[config.mk]
export PLATFORM = sky130hd
export DESIGN_NAME = prog_loader
export DESIGN_NICKNAME = d
export VERILOG_FILES = /design/src/rtl/prog_loader_pkg.sv /design/src/rtl/prog_loader_uart_rx.sv /design/src/rtl/prog_loader.sv
export SDC_FILE = /design/constraint.sdc
export NUM_CORES = 1
export LEC_CHECK = 0
export BUFFER_PORTS_ARGS = -buffer_cell sky130_fd_sc_hd__buf_2
export CORE_MARGIN = 2
export CORE_UTILIZATION = 30
export CTS_CLUSTER_DIAMETER = 60
export CTS_CLUSTER_SIZE = 30
export DETAILED_ROUTE_END_ITERATION = 10
export PLACE_DENSITY = 0.54
export RECOVER_POWER = 50
export SETUP_SLACK_MARGIN = 0.3
export SLEW_MARGIN = 20
export SYNTH_ARGS = -nofsm -noshare
export SYNTH_HDL_FRONTEND = slang
export SYNTH_SLANG_ARGS = --single-unit
export TNS_END_PERCENT = 5
[constraint.sdc]
create_clock -name CLK_12MHz -period 5.95 [get_ports CLK_12MHz]
set_input_delay 1.19 -clock CLK_12MHz [delete_from_list [all_inputs] [get_ports CLK_12MHz]]
set_output_delay 1.19 -clock CLK_12MHz [all_outputs]
set_load 0.02 [all_outputs]
[src/rtl/prog_loader_pkg.sv]
// prog_loader_pkg: shared definitions for the UART program loader.
//   ld_state_t      loader FSM encoding (L_IDLE, L_DATA, L_CSUM, L_ERR)
//   rx_state_t      receiver FSM encoding (RX_IDLE, RX_START, RX_DATA, RX_STOP)
//   LED_ADDR        last CPU memory address (LED register)
//   clks_per_bit()  system clocks per serial bit, truncated
package prog_loader_pkg;

  typedef enum logic [1:0] {
    L_IDLE = 2'd0,
    L_DATA = 2'd1,
    L_CSUM = 2'd2,
    L_ERR  = 2'd3
  } ld_state_t;

  typedef enum logic [1:0] {
    RX_IDLE  = 2'd0,
    RX_START = 2'd1,
    RX_DATA  = 2'd2,
    RX_STOP  = 2'd3
  } rx_state_t;

  localparam logic [7:0] LED_ADDR = 8'hFF;

  function automatic int clks_per_bit(input int clk_hz, input int baud);
    return clk_hz / baud;
  endfunction

endpackage

[src/rtl/prog_loader_uart_rx.sv]
// uart_rx_8n1: 8N1 serial receiver with 2-FF input synchronizer.
// Ports:
//   clk, rst      system clock, async active-high reset
//   rx            raw serial input, idle high
//   rx_busy       receiver not idle (only with PROG_LOADER_TIMEOUT_EN)
//   rx_data       received byte, valid while rx_valid is high
//   rx_valid      one-cycle strobe: stop bit sampled high
//   rx_ferr       one-cycle strobe: stop bit sampled low
// States:
//   RX_IDLE  | waiting for a falling edge on the synchronized line
//   RX_START | timing to mid start bit, rejecting false starts
//   RX_DATA  | sampling 8 data bits, LSB first
//   RX_STOP  | sampling the stop bit
module uart_rx_8n1
  import prog_loader_pkg::*;
#(
  parameter int CLKS_PER_BIT = 104
) (
  input  logic       clk,
  input  logic       rst,
  input  logic       rx,
`ifdef PROG_LOADER_TIMEOUT_EN
  output logic       rx_busy,
`endif
  output logic [7:0] rx_data,
  output logic       rx_valid,
  output logic       rx_ferr
);

  localparam logic [15:0] T_FULL = 16'(CLKS_PER_BIT - 1);
  localparam logic [15:0] T_HALF = 16'(CLKS_PER_BIT / 2 - 1);

  logic        rx_meta, rx_sync, rx_prev;
  rx_state_t   state;
  logic [15:0] timer;
  logic [2:0]  bit_idx;
  logic [7:0]  shreg;
  logic        sample;

  assign sample  = (timer == 16'd0);
  assign rx_data = shreg;
  // Strobes decode straight from registered state so the loader can
  // act on the stop sample at the very next edge.
  assign rx_valid = (state == RX_STOP) && sample && rx_sync;
  assign rx_ferr  = (state == RX_STOP) && sample && !rx_sync;
`ifdef PROG_LOADER_TIMEOUT_EN
  assign rx_busy = (state != RX_IDLE);
`endif

  always_ff @(posedge clk or posedge rst) begin
    if (rst) begin
      rx_meta <= 1'b1;
      rx_sync <= 1'b1;
      rx_prev <= 1'b1;
    end else begin
      rx_meta <= rx;
      rx_sync <= rx_meta;
      rx_prev <= rx_sync;
    end
  end

  always_ff @(posedge clk or posedge rst) begin
    if (rst) begin
      state   <= RX_IDLE;
      timer   <= 16'd0;
      bit_idx <= 3'd0;
      shreg   <= 8'd0;
    end else begin
      if (!sample) timer <= timer - 16'd1;
      case (state)
        RX_IDLE: begin
          if (rx_prev && !rx_sync) begin
            state <= RX_START;
            timer <= T_HALF;
          end
        end
        RX_START: begin
          if (sample) begin
            if (rx_sync) begin
              state <= RX_IDLE;
            end else begin
              state   <= RX_DATA;
              timer   <= T_FULL;
              bit_idx <= 3'd0;
            end
          end
        end
        RX_DATA: begin
          if (sample) begin
            shreg   <= {rx_sync, shreg[7:1]};
            timer   <= T_FULL;
            bit_idx <= bit_idx + 3'd1;
            if (bit_idx == 3'd7) state <= RX_STOP;
          end
        end
        RX_STOP: begin
          if (sample) state <= RX_IDLE;
        end
        default: state <= RX_IDLE;
      endcase
    end
  end

endmodule

[src/rtl/prog_loader.sv]
// prog_loader: receives a framed program image (LEN, N data bytes, CSUM)
// over 8N1 serial and writes it into CPU memory from address 0, holding
// the CPU while loading.
// Ports:
//   CLK_12MHz   system clock
//   Reset       async active-high reset
//   uart_rx     serial input, idle high
//   mem_we      one-cycle memory write strobe
//   mem_addr    write address
//   mem_wdata   write data
//   cpu_hold    CPU must stay stalled
//   load_done   one-cycle pulse on a verified load
//   load_err    sticky error, cleared by the next LEN byte
//   byte_count  data bytes written in current/last frame (wraps at 256)
// Build option: PROG_LOADER_TIMEOUT_EN enables the inter-byte gap timeout.
// States:
//   L_IDLE | waiting for LEN; CPU runs the resident image
//   L_DATA | writing data bytes to memory
//   L_CSUM | waiting for the checksum byte
//   L_ERR  | failed load; CPU held, next good byte is a new LEN
module prog_loader
  import prog_loader_pkg::*;
#(
  parameter int CLK_HZ       = 12000000,
  parameter int BAUD         = 115200,
  parameter int TIMEOUT_BITS = 64
) (
  input  logic       CLK_12MHz,
  input  logic       Reset,
  input  logic       uart_rx,
  output logic       mem_we,
  output logic [7:0] mem_addr,
  output logic [7:0] mem_wdata,
  output logic       cpu_hold,
  output logic       load_done,
  output logic       load_err,
  output logic [7:0] byte_count
);

  localparam int CLKS_PER_BIT = clks_per_bit(CLK_HZ, BAUD);

  logic [7:0] rx_data;
  logic       rx_valid, rx_ferr;
  ld_state_t  state;
  logic [8:0] remaining;
  logic [7:0] addr_cnt;
  logic [7:0] csum;

`ifdef PROG_LOADER_TIMEOUT_EN
  localparam int GAP_LIMIT = TIMEOUT_BITS * CLKS_PER_BIT;
  logic        rx_busy;
  logic [31:0] gap_cnt;
`endif

  uart_rx_8n1 #(.CLKS_PER_BIT(CLKS_PER_BIT)) u_rx (
    .clk      (CLK_12MHz),
    .rst      (Reset),
    .rx       (uart_rx),
`ifdef PROG_LOADER_TIMEOUT_EN
    .rx_busy  (rx_busy),
`endif
    .rx_data  (rx_data),
    .rx_valid (rx_valid),
    .rx_ferr  (rx_ferr)
  );

  always_ff @(posedge CLK_12MHz or posedge Reset) begin
    if (Reset) begin
      state      <= L_IDLE;
      remaining  <= 9'd0;
      addr_cnt   <= 8'd0;
      csum       <= 8'd0;
      mem_we     <= 1'b0;
      mem_addr   <= 8'd0;
      mem_wdata  <= 8'd0;
      cpu_hold   <= 1'b0;
      load_done  <= 1'b0;
      load_err   <= 1'b0;
      byte_count <= 8'd0;
`ifdef PROG_LOADER_TIMEOUT_EN
      gap_cnt    <= 32'd0;
`endif
    end else begin
      mem_we    <= 1'b0;
      load_done <= 1'b0;
      case (state)
        // A framing error while idle or failed is simply dropped.
        L_IDLE, L_ERR: begin
          if (rx_valid) begin
            remaining  <= (rx_data == 8'd0) ? 9'd256 : {1'b0, rx_data};
            addr_cnt   <= 8'd0;
            csum       <= 8'd0;
            byte_count <= 8'd0;
            load_err   <= 1'b0;
            cpu_hold   <= 1'b1;
            state      <= L_DATA;
          end
        end
        L_DATA: begin
          if (rx_valid) begin
            mem_we     <= 1'b1;
            mem_addr   <= addr_cnt;
            mem_wdata  <= rx_data;
            // Wraps to 0 only after the 256th byte of a LEN=0 frame.
            addr_cnt   <= (addr_cnt == LED_ADDR) ? 8'd0 : addr_cnt + 8'd1;
            csum       <= csum + rx_data;
            byte_count <= byte_count + 8'd1;
            remaining  <= remaining - 9'd1;
            if (remaining == 9'd1) state <= L_CSUM;
          end else if (rx_ferr) begin
            load_err <= 1'b1;
            state    <= L_ERR;
          end
        end
        L_CSUM: begin
          if (rx_valid) begin
            if (rx_data == csum) begin
              load_done <= 1'b1;
              cpu_hold  <= 1'b0;
              state     <= L_IDLE;
            end else begin
              load_err <= 1'b1;
              state    <= L_ERR;
            end
          end else if (rx_ferr) begin
            load_err <= 1'b1;
            state    <= L_ERR;
          end
        end
        default: state <= L_IDLE;
      endcase
`ifdef PROG_LOADER_TIMEOUT_EN
      // Gap counter reloads while a byte is in flight and runs down while
      // the line is idle mid-frame; terminal count aborts the load.
      if (rx_busy || rx_valid || !(state == L_DATA || state == L_CSUM)) begin
        gap_cnt <= 32'(GAP_LIMIT - 1);
      end else if (gap_cnt != 32'd0) begin
        gap_cnt <= gap_cnt - 32'd1;
      end else begin
        load_err <= 1'b1;
        state    <= L_ERR;
      end
`endif
    end
  end

endmodule

==> impl_metrics.tcl <==
set metrics [dict create \
    status "finished, violations left" \
    failed_checks "max-capacitance violations, max-slew violations" \
    route.final.wire_length_mm 10.40 \
    fp-row-count 45 \
    most_common_cell_after_layout_fill_and_taps_aside "sky130_fd_sc_hd__dfrtp_1" \
    drc_errors 0 \
    slew-limit-headroom_pct -8.826 \
    synth.cell_area_um2 4648 \
    pwr-share-seq_pct 43.4 \
    drtIter0Drc 235 \
    gr-usage-met2_pct 21.84 \
    netlist-cell-type-count 56 \
    worst_setup_path_end_kind "flop" \
    floorplan.die_area_um2 16510 \
    cap_viol_max_count 1 \
    final-max-slew-violation-count 37 \
    nets 541 \
    post_drt_wl_per_cell_um 14.61 \
    power_leakage_nw 2.365 \
    dieHeight_um 128.5 \
    portBuffers 30 \
    final.setup.tns_ps 0 \
    timing.final.setup_violations 0 \
    timing.clock.skew_ps 10.58 \
    rsz0062_at_grt "no" \
    first_global_vias 3593 \
    worst_ep_required_time_ps 6190 \
    grt_antenna_before_repair 0 \
    worst_skew_pair.late_latency_ps 350 \
    tritoncts_clock_tree "done" \
    global_route.peak_usage_layer "met2" \
    globalRouteTotalUtil_pct 13.30 \
    tritoncts.num_buffers 9 \
    power.total_mw 1.653 \
    power_frac_clock_pct 37.5 \
    synth-seq-area-share_pct 46.92 \
    cts_setup_buffers 0 \
    synthArstFlopShare_pct 100.0 \
    postPlaceCellArea_um2 4965 \
    routed_via_density 5.199 \
    start_util_pct 30.69 \
    route.vias.total 3702 \
    worst-path-max-fanout 15 \
    grt_pass1_wl_mm 17.66 \
    grt_start_max_net_pins 53 \
    postSynthNetCount 518 \
    layoutNonFillerInstCount 712 \
    final_core_util_pct 34.66 \
    clk_path_buf_depth 2 \
    gr-usage-met1_pct 17.45 \
    postSynthCellCount 497 \
    synth-seq-cells 87 \
    cts_hold_buf 0 \
    htree_levels 3 \
    dpl.cell_count 697 \
    floorplan.die.width_um 128.5 \
    clk_pin_slew_worst_paths_ps 70 \
    dr.pass1.iters 4 \
    clockRootBuffer "sky130_fd_sc_hd__clkbuf_16" \
    worst_ep_arrival_time_ps 3280 \
    post_cts.resized_instances 0 \
    total_switching_power_uw 516.6 \
    ir_drop_v 0.0001475 \
    layout_common_cells "84 x sky130_fd_sc_hd__dfrtp_1, 73 x sky130_fd_sc_hd__nand2_1, 37 x sky130_fd_sc_hd__o21ai_0" \
    gp_routability_congestion 0.8055 \
    power_report.internal_total_mw 1.136 \
    antenna_violating_nets_post_route 0 \
    combPwrFrac_pct 19.1 \
    use_met3_pct 2.744 \
    num_antenna_cells 0 \
    power-per-cell-area_nw_per_um2 314.8 \
    dominantRegCellSynth "sky130_fd_sc_hd__dfrtp_1" \
    critPathKind "reg -> reg" \
    grt_remaining_overflow 0 \
    floorplan.core_area_um2 15150 \
    clock_sinks 87 \
    timing.final.crit_period_ps 3039 \
    layout-area-overhead-vs-synth_pct 12.92 \
    worst_pin_slew_ps 1623 \
    synth_edf_count 0 \
    hold_path_class "reg -> reg" \
    timing.fmax_mhz 329.1 \
    post-dp-hpwl_mm 7.059 \
    power.share.switching_pct 31.26 \
    yosys_warnings 0 \
    critPathLaunchType "flop" \
    hold_viol 0 \
    final_area_um2 5249 \
    layout_cells_sized_above_1_pct 8.397 \
    post-route-period-util_pct 51.07 \
    number_of_i_o_pins 31 \
    postSynthAreaPerCell_um2 9.353 \
]
[area by class of cell]
class / instances / area (µm²)
Fill cell: 1528 / 9897
Timing Repair Buffer: 34 / 145.1
Multi-Input combinational cell: 364 / 2277
Clock buffer: 9 / 225.2
Tap cell: 188 / 235.2
Sequential cell: 87 / 2181
Inverter: 24 / 91.34
Clock inverter: 6 / 93.84
[logic make-up (layout without fill, tap and decap cells)]
group                    count (synthesis)  in the layout  synth area share, %
AO/OA/AOI/OAI                          113            113                16.47
flip-flops                              87             87                46.92
multiplexers                            11             11                2.584
buffers and inverters                   46             73                4.091
AND/OR/NAND/NOR                        204            204                21.53
adder cells (fa/ha/maj)                 18             18                5.007
XOR/XNOR                                18             18                3.392
[power by group through the flow]
stage | Clock [mW] | Combinational, mW | Sequential [mW]
finish | 0.619 | 0.316 | 0.717
global route | 0.658 | 0.355 | 0.727
CTS | 0.633 | 0.318 | 0.717
detailed placement | 0 | 0.315 | 0.727
global placement | 0 | 0.308 | 0.725
floorplan | 0 | 0.265 | 0.706
[through the flow]
stage	setup slack, ps	hold WS (ps)
final	2911	362.8
after global routing	2528	365.4
after CTS	2911	359.2
after detailed placement	2936	349.3
after global placement	2983	347.1
after floorplan	2515	345.2
[routing by layer]
metal / share of wire, % / up-vias
li1: - / 1835
met1: 48 / 1799
met2: 48 / 56
met3: 2.7 / 12
met4: 1.4 / 0
met5: 0 / -
[sequential cells by signal (all words and copies together), names as in the netlist, 3 cells and up, named ones only]
signal,cells
remaining,9
addr_cnt,8
mem_wdata,8
byte_count,8
u_rx.timer,16
csum,8
u_rx.rx_data,8
mem_addr,8
u_rx.bit_idx,3
[cells in the mapped netlist, types with 4 or more instances]
cell | number | area (µm²)
sky130_fd_sc_hd__dfrtp_1 | 84 | 2102
sky130_fd_sc_hd__nand2_1 | 73 | 274.0
sky130_fd_sc_hd__o21ai_0 | 37 | 185.2
sky130_fd_sc_hd__nor2_1 | 34 | 127.6
sky130_fd_sc_hd__nor3_1 | 24 | 120.1
sky130_fd_sc_hd__inv_1 | 23 | 86.33
sky130_fd_sc_hd__nand3_1 | 19 | 95.09
sky130_fd_sc_hd__ha_1 | 17 | 212.7
sky130_fd_sc_hd__a21oi_1 | 14 | 70.07
sky130_fd_sc_hd__buf_2 | 14 | 70.07
sky130_fd_sc_hd__xnor2_1 | 12 | 105.1
sky130_fd_sc_hd__a22o_1 | 11 | 96.34
sky130_fd_sc_hd__a21o_1 | 9 | 67.56
sky130_fd_sc_hd__a31oi_1 | 9 | 56.30
sky130_fd_sc_hd__clkbuf_1 | 8 | 30.03
sky130_fd_sc_hd__mux2_2 | 8 | 90.09
sky130_fd_sc_hd__nor4_1 | 8 | 50.05
sky130_fd_sc_hd__and3_1 | 7 | 43.79
sky130_fd_sc_hd__a211oi_1 | 6 | 45.04
sky130_fd_sc_hd__nand4_1 | 6 | 37.54
sky130_fd_sc_hd__or3_1 | 6 | 37.54
sky130_fd_sc_hd__xor2_1 | 6 | 52.55
sky130_fd_sc_hd__nor3b_1 | 5 | 37.54
sky130_fd_sc_hd__nor2b_1 | 4 | 25.02
sky130_fd_sc_hd__o2111ai_1 | 4 | 35.03
sky130_fd_sc_hd__o211ai_1 | 4 | 30.03
[final timing paths]
check,start,endpoint,slack (ps),cells past startpoint
worst max-delay path,u_rx.timer[0],u_rx.timer[0],2910,11
worst min-delay path,u_rx.rx_meta,u_rx.rx_sync,360,0
worst max register to register,u_rx.timer[0],u_rx.timer[0],2910,11
worst min register to register,u_rx.rx_meta,u_rx.rx_sync,360,0
max in group asynchronous,Reset,csum[0],3390,3
min in group asynchronous,Reset,u_rx.bit_idx[1],1230,2
[critical path: stages, from the launching register on]
cell and delay (ps):
sky130_fd_sc_hd__dfrtp_1 410, sky130_fd_sc_hd__inv_1 70, sky130_fd_sc_hd__ha_1 170, sky130_fd_sc_hd__nor3b_2 290, sky130_fd_sc_hd__nand4_1 590, sky130_fd_sc_hd__nor2_1 540, sky130_fd_sc_hd__inv_1 150, sky130_fd_sc_hd__ha_1 320
sky130_fd_sc_hd__nand2_1 60, sky130_fd_sc_hd__o21ai_0 90, sky130_fd_sc_hd__a21oi_1 160, sky130_fd_sc_hd__o21ai_1 70
No activity file was read; power rests on OpenSTA's default activity.
